`src/rtl/regfile_write_arbiter.sv`:
```
// Two-requester write-port arbiter for RegisterFile with round-robin grants
// and a clear sweep that zeroes every register after reset or on request.
module regfile_write_arbiter #(
  parameter int N = 8,
  parameter int A = 3,
  parameter bit CLEAR_ON_RESET = 1'b1
) (
  input  logic         clk,
  input  logic         rst,
  input  logic         a_valid,
  input  logic [A-1:0] a_addr,
  input  logic [N-1:0] a_data,
  output logic         a_ready,
  input  logic         b_valid,
  input  logic [A-1:0] b_addr,
  input  logic [N-1:0] b_data,
  output logic         b_ready,
  input  logic         clr_start,
  output logic         busy,
  output logic [1:0]   gnt,
  output logic         we3,
  output logic [A-1:0] wa3,
  output logic [N-1:0] wd3
);

  typedef enum logic {CLEAR, SERVE} state_t;

  typedef struct packed {
    logic         full;
    logic [A-1:0] addr;
    logic [N-1:0] data;
  } slot_t;

  state_t       state, state_n;
  slot_t        sa, sa_n, sb, sb_n;
  logic         ptr, ptr_n;
  logic [A-1:0] cnt, cnt_n;
  logic         we3_n;
  logic [A-1:0] wa3_n;
  logic [N-1:0] wd3_n;
  logic [1:0]   gnt_n;
  logic         ga, gb;

  assign busy    = (state == CLEAR);
  assign a_ready = rst & (state == SERVE) & ~sa.full;
  assign b_ready = rst & (state == SERVE) & ~sb.full;

  // ptr=0 favours A when both slots hold a request
  assign ga = sa.full & (~sb.full | ~ptr);
  assign gb = sb.full & ~ga;

  always_comb begin
    state_n = state;
    sa_n    = sa;
    sb_n    = sb;
    ptr_n   = ptr;
    cnt_n   = cnt;
    we3_n   = 1'b0;
    wa3_n   = wa3;
    wd3_n   = wd3;
    gnt_n   = 2'b00;
    unique case (state)
      CLEAR: begin
        we3_n = 1'b1;
        wa3_n = cnt;
        wd3_n = '0;
        cnt_n = cnt + 1'b1;
        if (cnt == {A{1'b1}})
          state_n = SERVE;
      end
      SERVE: begin
        if (clr_start) begin
          sa_n.full = 1'b0;
          sb_n.full = 1'b0;
          cnt_n     = '0;
          state_n   = CLEAR;
        end else begin
          if (a_valid && a_ready)
            sa_n = '{full: 1'b1, addr: a_addr, data: a_data};
          if (b_valid && b_ready)
            sb_n = '{full: 1'b1, addr: b_addr, data: b_data};
          unique case (1'b1)
            ga: begin
              we3_n     = 1'b1;
              wa3_n     = sa.addr;
              wd3_n     = sa.data;
              gnt_n     = 2'b01;
              sa_n.full = 1'b0;
              ptr_n     = 1'b1;
            end
            gb: begin
              we3_n     = 1'b1;
              wa3_n     = sb.addr;
              wd3_n     = sb.data;
              gnt_n     = 2'b10;
              sb_n.full = 1'b0;
              ptr_n     = 1'b0;
            end
            default: ;
          endcase
        end
      end
      default: ;
    endcase
  end

  always_ff @(posedge clk or negedge rst) begin
    if (!rst) begin
      state <= CLEAR_ON_RESET ? CLEAR : SERVE;
      sa    <= '0;
      sb    <= '0;
      ptr   <= 1'b0;
      cnt   <= '0;
      we3   <= 1'b0;
      wa3   <= '0;
      wd3   <= '0;
      gnt   <= 2'b00;
    end else begin
      state <= state_n;
      sa    <= sa_n;
      sb    <= sb_n;
      ptr   <= ptr_n;
      cnt   <= cnt_n;
      we3   <= we3_n;
      wa3   <= wa3_n;
      wd3   <= wd3_n;
      gnt   <= gnt_n;
    end
  end

endmodule
```
`config.mk`:
```
export PLATFORM = sky130hd
export DESIGN_NAME = regfile_write_arbiter
export DESIGN_NICKNAME = d
export VERILOG_FILES = /design/src/rtl/regfile_write_arbiter.sv
export SDC_FILE = /design/constraint.sdc
export NUM_CORES = 1
export LEC_CHECK = 0
export ABC_AREA = 1
export CORE_MARGIN = 4
export CORE_UTILIZATION = 30
export CTS_CLUSTER_DIAMETER = 150
export CTS_CLUSTER_SIZE = 16
export DETAILED_ROUTE_END_ITERATION = 10
export SYNTH_ARGS = -nofsm -noshare
export SYNTH_HDL_FRONTEND = slang
export SYNTH_SLANG_ARGS = --single-unit
```
`constraint.sdc`:
```
create_clock -name clk -period 3.57 [get_ports clk]
set_input_delay 0.714 -clock clk [delete_from_list [all_inputs] [get_ports clk]]
set_output_delay 0.714 -clock clk [all_outputs]
set_load 0.03 [all_outputs]
```
==> impl_metrics.json <==
{
  "dr.first_iter.drc_count": 132,
  "detail-route-antenna-nets": 0,
  "critical_path_arrival_ns": 1.96,
  "status": "completed",
  "mostFrequentLayoutCells": "nand2_1, dfrtp_1, clkdlybuf4s50_1, inv_1, o21ai_2",
  "finish.net_count": 298,
  "syn-num-nets": 256,
  "diodes": 0,
  "worst_pin_slew_ns": 0.777,
  "io_buffers": 43,
  "worst_setup_path_end_kind": "primary output",
  "fp.coreArea_sq_um": 6460,
  "wire_per_inst_microns": 11.5,
  "hold_path_end": "sa[6]$_DFFE_PN0P_",
  "clk_latency_ns": 0.29,
  "postSynthCellCount": 227,
  "final_max_slew_viol_count": 0,
  "grt_pass1_wl_microns": 6990,
  "die_h_microns": 90.2,
  "gp_congestion": 0.779,
  "remaining_drc_errors": 0,
  "layout_commonest_cell": "nand2_1",
  "grt_start_max_net_pins": 46,
  "viasPerCell": 4.27,
  "hold_buffers": 0,
  "die_w_microns": 90.2,
  "grt_use_met1_pct": 14.9,
  "hpwlAfterDp_microns": 2910,
  "met2_usage_pct": 14.9,
  "clock-skew-final_ns": 0.00901,
  "maxCapViolCount": 0,
  "cts-root-buf": "clkbuf_8",
  "hold_violations": 0,
  "clk_pin_slew_ns": 0.08,
  "cts_sinks": 43,
  "grt.busiest_layer": "met2",
  "final_core_util_pct": 40.1,
  "path_class": "reg2out",
  "clockBufferDepth": 2,
  "cts.repair.resized": 0,
  "dieArea_sq_um": 8130,
  "worstReg2RegStart": "state$_DFF_PN0_",
  "cts_tree": "built",
  "start_kind": "register",
  "drt_wl_total_microns": 3980,
  "dr.pass1.iters": 4,
  "slew_headroom_pct": 48.2,
  "hold_path_startpoint": "sa[6]$_DFFE_PN0P_",
  "syn2layout_area_growth_pct": 27.8,
  "crit_start": "state$_DFF_PN0_",
  "grtUsageMet3_pct": 3.17,
  "numCtsBuffers": 5,
  "overflow": 0,
  "max_freq_mhz": 374,
  "fin_crit_sh_pct": 75.0,
  "rsz0062_at_grt": "no",
  "pre_cts_slack_ns": 1.13,
  "avgSynthCellArea_sq_um": 8.92,
  "r2r_setup_slack_ns": 1.69,
  "synth_cell_types": 18,
  "peakVddDrop_mv": 0.171,
  "yosysWarnings": 0,
  "powerDensity_nw_per_um2": 673,
  "ios": 44,
  "htreeDepth": 2,
  "ys_seq_area_share_pct": 53.1,
  "design_area_sq_um": 2590,
  "grtUsageTotal_pct": 10.5,
  "grt_antenna_before_repair": 0,
  "hold_depth": 2,
  "post_cts_buffers": 0,
  "cp.required_ns": 2.86,
  "fin_crit_ns": 2.68,
  "worst_r2r_path_depth": 5,
  "setup_ws_ns": 0.893,
  "rows": 29,
  "syn_area_sq_um": 2030,
  "ys_ff_latch": 43,
  "p_leak_nw": 1.30,
  "vias": 1481,
  "final_cells": 347,
  "placedInstanceArea_sq_um": 2480,
  "hold_class": "reg2reg",
  "start_util_pct": 31.4,
  "tns_ns": 0,
  "grt_pass1_vias": 1452,
  "rr_endpoint": "sb[1]$_DFFE_PN0P_",
  "crit_fanout": 13,
  "final-setup-viol-count": 0,
  "dp_cells": 339,
  "drive_gt1_share_pct": 14.8
}
==> Yosys cell counts <==
cell type | n | area (sq um)
buf_6 | 4 | 45.0
nand2_1 | 74 | 278
nand3_2 | 2 | 20.0
a21oi_1 | 1 | 5.00
o22ai_1 | 1 | 6.26
o21ai_1 | 2 | 10.0
inv_2 | 3 | 11.3
dfrtp_1 | 43 | 1080
ha_1 | 2 | 25.0
nor2_1 | 6 | 22.5
buf_2 | 5 | 25.0
o21ai_2 | 23 | 201
inv_1 | 38 | 143
o211ai_1 | 7 | 52.6
nand4_1 | 2 | 12.5
nand3_1 | 11 | 55.1
o21ai_0 | 1 | 5.00
nor3_4 | 2 | 32.5
==> how the worst max path moves through the flow <==
stage                         end  cells after the start
after floorplan           a_ready                      2
after global placement    b_ready                      4
after detailed placement  b_ready                      4
after CTS                 a_ready                      3
after global routing      a_ready                      3
final                     a_ready                      3
==> registers in the layout, summed over array words and instances, names as in the netlist <==
register	count
cnt	3
gnt	2
ptr	1
sa	12
sb	12
state	1
wa3	3
wd3	8
we3	1
==> cells by family (layout without fill, tap and decap cells) <==
| logic type | count (synthesis) | in the layout | share of synthesized area, % |
|---|---|---|---|
| compound gates | 35 | 35 | 13.8 |
| flops | 43 | 43 | 53.1 |
| fa+ha+maj | 2 | 2 | 1.24 |
| buf+inv | 50 | 93 | 11.1 |
| simple gates | 97 | 97 | 20.8 |
==> through the flow <==
step                hold WS (ns)  power (W)
floorplan                  0.418    0.00122
global placement           0.466    0.00141
detailed placement         0.469    0.00142
CTS                        0.490    0.00176
global route               0.506    0.00188
finish                     0.484    0.00174
==> cell type report <==
cell class | instances | area (sq um)
clock buffers | 7 | 96.3
clock inverters | 1 | 7.51
fillers | 681 | 3870
inverters | 41 | 154
multi-input cells | 134 | 726
flip-flops and latches | 43 | 1080
well taps | 77 | 96.3
repair buffers | 44 | 433
==> power breakdown <==
part | total [W] | switching (W) | internal (W) | leakage (nW)
logic | 0.000626 | 0.000369 | 0.000257 | 0.697
clock network | 0.000339 | 0.000163 | 0.000176 | 0.0505
registers | 0.000777 | 0.000122 | 0.000655 | 0.555
==> critical path, stage by stage (launching register included) <==
cell and delay, ns:
dfrtp_1 0.57, inv_2 0.19, nor3_4 0.21, clkdlybuf4s50_1 0.70
==> routing by layer <==
metal  up-vias  routed length [microns]
met5         -                        0
met4         0                       66
met3         6                      261
met2        42                     1650
met1       645                     2000
li1        788                        -
(Power assumes the default switching activity.)
==> patch 1, RTL diff (config.mk and constraints unchanged) <==
Make the reset (`rst`) synchronous in one clocked block.
--- a/src/rtl/regfile_write_arbiter.sv
+++ b/src/rtl/regfile_write_arbiter.sv
@@ -106,3 +106,3 @@
 
-  always_ff @(posedge clk or negedge rst) begin
+  always_ff @(posedge clk) begin
     if (!rst) begin
Behaviour: differs if rst is asserted again (counterexample within 4 cycles, from zero or initial values and one cycle with rst low); with rst held inactive, the same outputs for 10 cycles.
==> patch 1 against the original RTL <==
Maximum frequency decreased by 6.3%; cell area down 9.9%; critical path depth rose by 1; area after synthesis fell by 14%; clock skew increased by 0.0022 ns; cell count shrank 0.86%; sequential cell count unchanged; wire length grew 3.2%; setup slack lost 0.18 ns; synthesized cell count is 2.6% higher; first-iteration DRC count decreased by 33%.
Power is not compared: it rests on default switching activity, and its combinational part moved more than twofold at a synthesized area within 25%.
==> patch 1: results (changes against the original RTL) <==
stage;metric;value;unit;change
yosys;synth_fa_ha_area_share;1.429;%;+0.19 points
placement;hpwl;2921;um;+0.49%
cells_and_area;layout_cells_sized_above_1;7.353;%;-7.5 points
critical_path;r2r-start;state;;
timing;worst-slew-pin-transition;0.7587;ns;-0.01800 ns
grt;grt_pass1_vias;1461;;+0.62%
critical_path;worst-path-max-fanout;3;;-10
yosys;async_reset_ff_share;0;%;-100 points
critical_path;worstSetupStartpoint;rst;;
yosys;synth-seq-area-share;49.14;%;-4.0 points
cells_and_area;n_fill_cell;595;;-13%
placement;place_inst;336;;-0.88%
placement;globalplace.congestion;0.7650;;-1.8%
route;viasPerCell;4.538;;+6.3%
status;outcome;complete, no violations;;
route;detailroute.via_count;1561;;+5.4%
yosys;synth_compound_area_share;17.79;%;+4.0 points
grt;gr-usage-all-layers;12.13;%;+1.6 points
yosys;post_syn_nets;262;;+2.3%
grt;grt_start_max_net_pins;28;;-39%
critical_path;worst_r2r_endpoint;sb[8];;
cells_and_area;finalNetCount;300;;+0.67%
grt;grt_first_pass_wirelength;6851;um;-2.0%
critical_path;setup.reg_to_reg.worst_slack;1.66;ns;-0.03 ns
yosys;ys_types;23;;+5
==> patch 1: cell count changes in the layout (fill, tap and decap cells not counted), sizes merged, moves of 10 or more <==
| cell | unedited run | this run |
|---|---|---|
| inv | 41 | 27 |
| dfxtp | 0 | 43 |
| nand2 | 74 | 43 |
| dfrtp | 43 | 0 |
| a21oi | 1 | 36 |
| nor2 | 6 | 16 |
| nand3 | 13 | 24 |
==> patch 1: worst min path at each step <==
stage	end	slack (ns)	cells past startpoint
2_1_floorplan	sa[8]	0.42	2
3_3_place_gp	sb[10]	0.44	2
3_5_place_dp	sa[8]	0.44	2
4_1_cts	sa[8]	0.45	2
5_1_grt	sb[2]	0.47	2
6_report	sa[8]	0.45	2
==> patch 1: kinds of logic after synthesis <==
group / after synthesis
buf+inv: 40
flops: 43
simple gates: 87
compound gates: 61
fa+ha+maj: 2
==> patch 1: tightest hold or removal path, stage by stage, from the launching register on <==
cell and delay [ns]:
sky130_fd_sc_hd__dfxtp_1 0.32, sky130_fd_sc_hd__inv_1 0.05, sky130_fd_sc_hd__a21oi_1 0.05
==> patch 1: metrics by stage <==
step / utilization (%) / power, mW / setup slack [ns] / cell area [um^2] / hold slack (ns)
detailed placement: 39.78 / 0.5675 / 0.7026 / 2217 / 0.4391
floorplan: - / 0.5267 / 1.593 / 1752 / 0.4238
global placement: 39.78 / 0.5670 / 0.7223 / 2217 / 0.4385
global route: 41.86 / 0.9854 / 0.6294 / 2333 / 0.4715
CTS: 41.86 / 0.9584 / 0.6965 / 2333 / 0.4530
finish: 41.86 / 0.9447 / 0.7140 / 2333 / 0.4516
==> patch 1: layer usage <==
metal	vias to the layer above	track usage, %	part of all wire, %
li1	830	-	-
met1	686	14.24	45
met2	34	20.01	46
met3	11	3.729	5.7
met4	0	6.043	2.8
met5	-	0	0
==> patch 1: layout make-up <==
| cell class | instances | area [um^2] | area share (%) |
|---|---|---|---|
| Inverter | 27 | 101.3 | 4.343 |
| Clock inverter | 3 | 47.55 | 2.038 |
| Clock buffer | 5 | 68.82 | 2.949 |
| Multi-Input combinational cell | 150 | 726.9 | 31.15 |
| Sequential cell | 43 | 860.8 | 36.89 |
| Timing Repair Buffer | 44 | 437.9 | 18.77 |
| Tap cell | 72 | 90.09 | 3.861 |
==> patch 1: power groups by stage <==
stage	Sequential [mW]	Combinational, mW	Clock [mW]
floorplan	0.504	0.0225	0
global placement	0.500	0.0669	0
detailed placement	0.500	0.0672	0
CTS	0.489	0.0675	0.402
global route	0.490	0.0741	0.421
finish	0.489	0.0661	0.390
==> patch 2, RTL diff (config.mk and constraints unchanged) <==
Without the edit above. Set the parameter `A` to 2 (it was 3).
--- a/src/rtl/regfile_write_arbiter.sv
+++ b/src/rtl/regfile_write_arbiter.sv
@@ -4,3 +4,3 @@
   parameter int N = 8,
-  parameter int A = 3,
+  parameter int A = 2,
   parameter bit CLEAR_ON_RESET = 1'b1
Ports: changed (resized a_addr, b_addr and wa3); port bits go from 44 to 41. No check against the original RTL was run, so the function may have changed too.
==> patch 2 against the original RTL <==
Cell count is 6.6% lower; register-to-register slack about the same; wire length shrank 4.0%; cell area down 8.4%; global-route usage is 0.60 points higher; power down 6.2%; setup slack lost 0.066 ns; via count is 4.1% lower; clock skew shrank 0.0040 ns; combinational power is essentially flat; sequential cell count shrank 4; sequential share of layout area shrank 0.40 points; worst hold slack gained 0.0014 ns; area after synthesis is 8.5% lower; largest power group unchanged.
==> patch 2: results (changes against the original RTL) <==
stage;metric;value;unit;change
cells_and_area;finalNetCount;276;;-7.4%
route;top_routing_layer_used;met3;;
cells_and_area;biggestRegsByFlops;sa x11, sb x11, wd3 x8;;
cells_and_area;n_fill_cell;654;;-4.0%
clock_tree;cts_inserted_buffers;5;;unchanged
status;outcome;complete, no violations;;
critical_path;worst-path-max-fanout;12;;-1
clock_tree;root_buffer;sky130_fd_sc_hd__clkbuf_8;;
pwr;post-layout-total-power;1.633;mW;-6.2%
cells_and_area;layout_cells_sized_above_1;16.06;%;+1.2 points
placement;globalplace.congestion;0.7912;;+1.6%
placement;buffer_ports.inserted;40;;-7.0%
yosys;synth_compound_area_share;13.97;%;+0.13 points
pwr;irDropWorstVdd;0.2864;mV;+68%
yosys;synth_fa_ha_area_share;0.6748;%;-0.56 points
route;wl_met1;1849;um;-7.6%
timing;worst_slew_margin_rel;64.82;%;+17 points
floorplanning;nWellTaps;75;;-2.6%
clock_tree;cts.htree.levels;2;;unchanged
grt;grt_util_met1;15.45;%;+0.59 points
route;drt-total-wl;3822;um;-4.0%
critical_path;worst_r2r_endpoint;sb[9];;
yosys;post_synth_most_frequent_cells;sky130_fd_sc_hd__nand2_1, sky130_fd_sc_hd__dfrtp_1, sky130_fd_sc_hd__inv_1, sky130_fd_sc_hd__o21ai_2, sky130_fd_sc_hd__nor2_1;;
placement;postPlaceCellArea;0.002298;mm^2;-7.5%
yosys;synth.area.top_cells;sky130_fd_sc_hd__dfrtp_1, sky130_fd_sc_hd__nand2_1, sky130_fd_sc_hd__o21ai_2;;
route;drt-initial-drc-count;85;;-36%
grt;gr-usage-met3;3.802;%;+0.63 points
clock_tree;clkSinkCount;39;;-9.3%
cells_and_area;n_multi_input_combinational_cell;126;;-6.0%
pwr;power.internal;985.0;uW;-9.4%
cells_and_area;seq_share;41.16;%;-0.40 points
cells_and_area;multiInputGateArea;686.9;um^2;-5.3%
pwr;pg_seq;730;uW;-6.0%
pwr;leakagePower;1.155;nW;-11%
grt;gr-usage-all-layers;11.11;%;+0.60 points
placement;hpwl;2713;um;-6.7%
grt;grt_pass1_vias;1384;;-4.7%
grt;grt_first_pass_wirelength;6430;um;-8.0%
cells_and_area;clock_cell_area_share;3.061;%;-0.95 points
critical_path;cp_data_arrival_time;2.03;ns;+0.07 ns
timing;timing.hold.ws;0.4849;ns;+0.001357 ns
timing;finalClockSkew;0.004960;ns;-0.004045 ns
min_path;holdCritStartpoint;sa[9];;
cells_and_area;buffer_area_share;16.99;%;+0.27 points
grt;grt.met2_usage;16.90;%;+2.0 points
route;met3_length;260;um;-0.38%
yosys;synth-seq-area-share;52.63;%;-0.49 points
min_path;hold_end;sa[9];;
cells_and_area;inv_count;37;;-9.8%
grt;grt_start_max_net_pins;42;;-8.7%
yosys;post_syn_nets;235;;-8.2%
cells_and_area;non_clock_buffer_count;41;;-6.8%
route;dr.pass1.iters;4;;unchanged
route;viasPerCell;4.386;;+2.8%
pwr;combinational_gate_power;628;uW;about the same
route;routed-wl-met2;1713;um;+3.6%
yosys;ys_types;22;;+4
cells_and_area;layout_clock_buffers;6;;-1
## patch 2: cell types whose count changed in the layout (fill, tap and decap cells not counted), moves of 2 or more
| cell | delta |
|---|---|
| sky130_fd_sc_hd__dfrtp_1 | -4 |
| sky130_fd_sc_hd__clkdlybuf4s50_1 | -3 |
| sky130_fd_sc_hd__nand3_1 | -4 |
| sky130_fd_sc_hd__inv_1 | -4 |
| sky130_fd_sc_hd__o21ai_1 | +5 |
| sky130_fd_sc_hd__nor2_1 | +5 |
| sky130_fd_sc_hd__clkbuf_8 | -2 |
| sky130_fd_sc_hd__o21ai_2 | -2 |
| sky130_fd_sc_hd__nand2_2 | +2 |
| sky130_fd_sc_hd__o211ai_1 | -6 |
| sky130_fd_sc_hd__nand2_1 | -10 |
## patch 2: per-stage QoR
step                      setup slack, ns  cells  util (%)
after floorplan                     1.762    209         -
after global placement              1.088    318     38.59
after detailed placement            1.095    318     38.59
after CTS                          0.8291    324     39.81
after global routing               0.7551    324     39.81
final                              0.8273    324     39.81
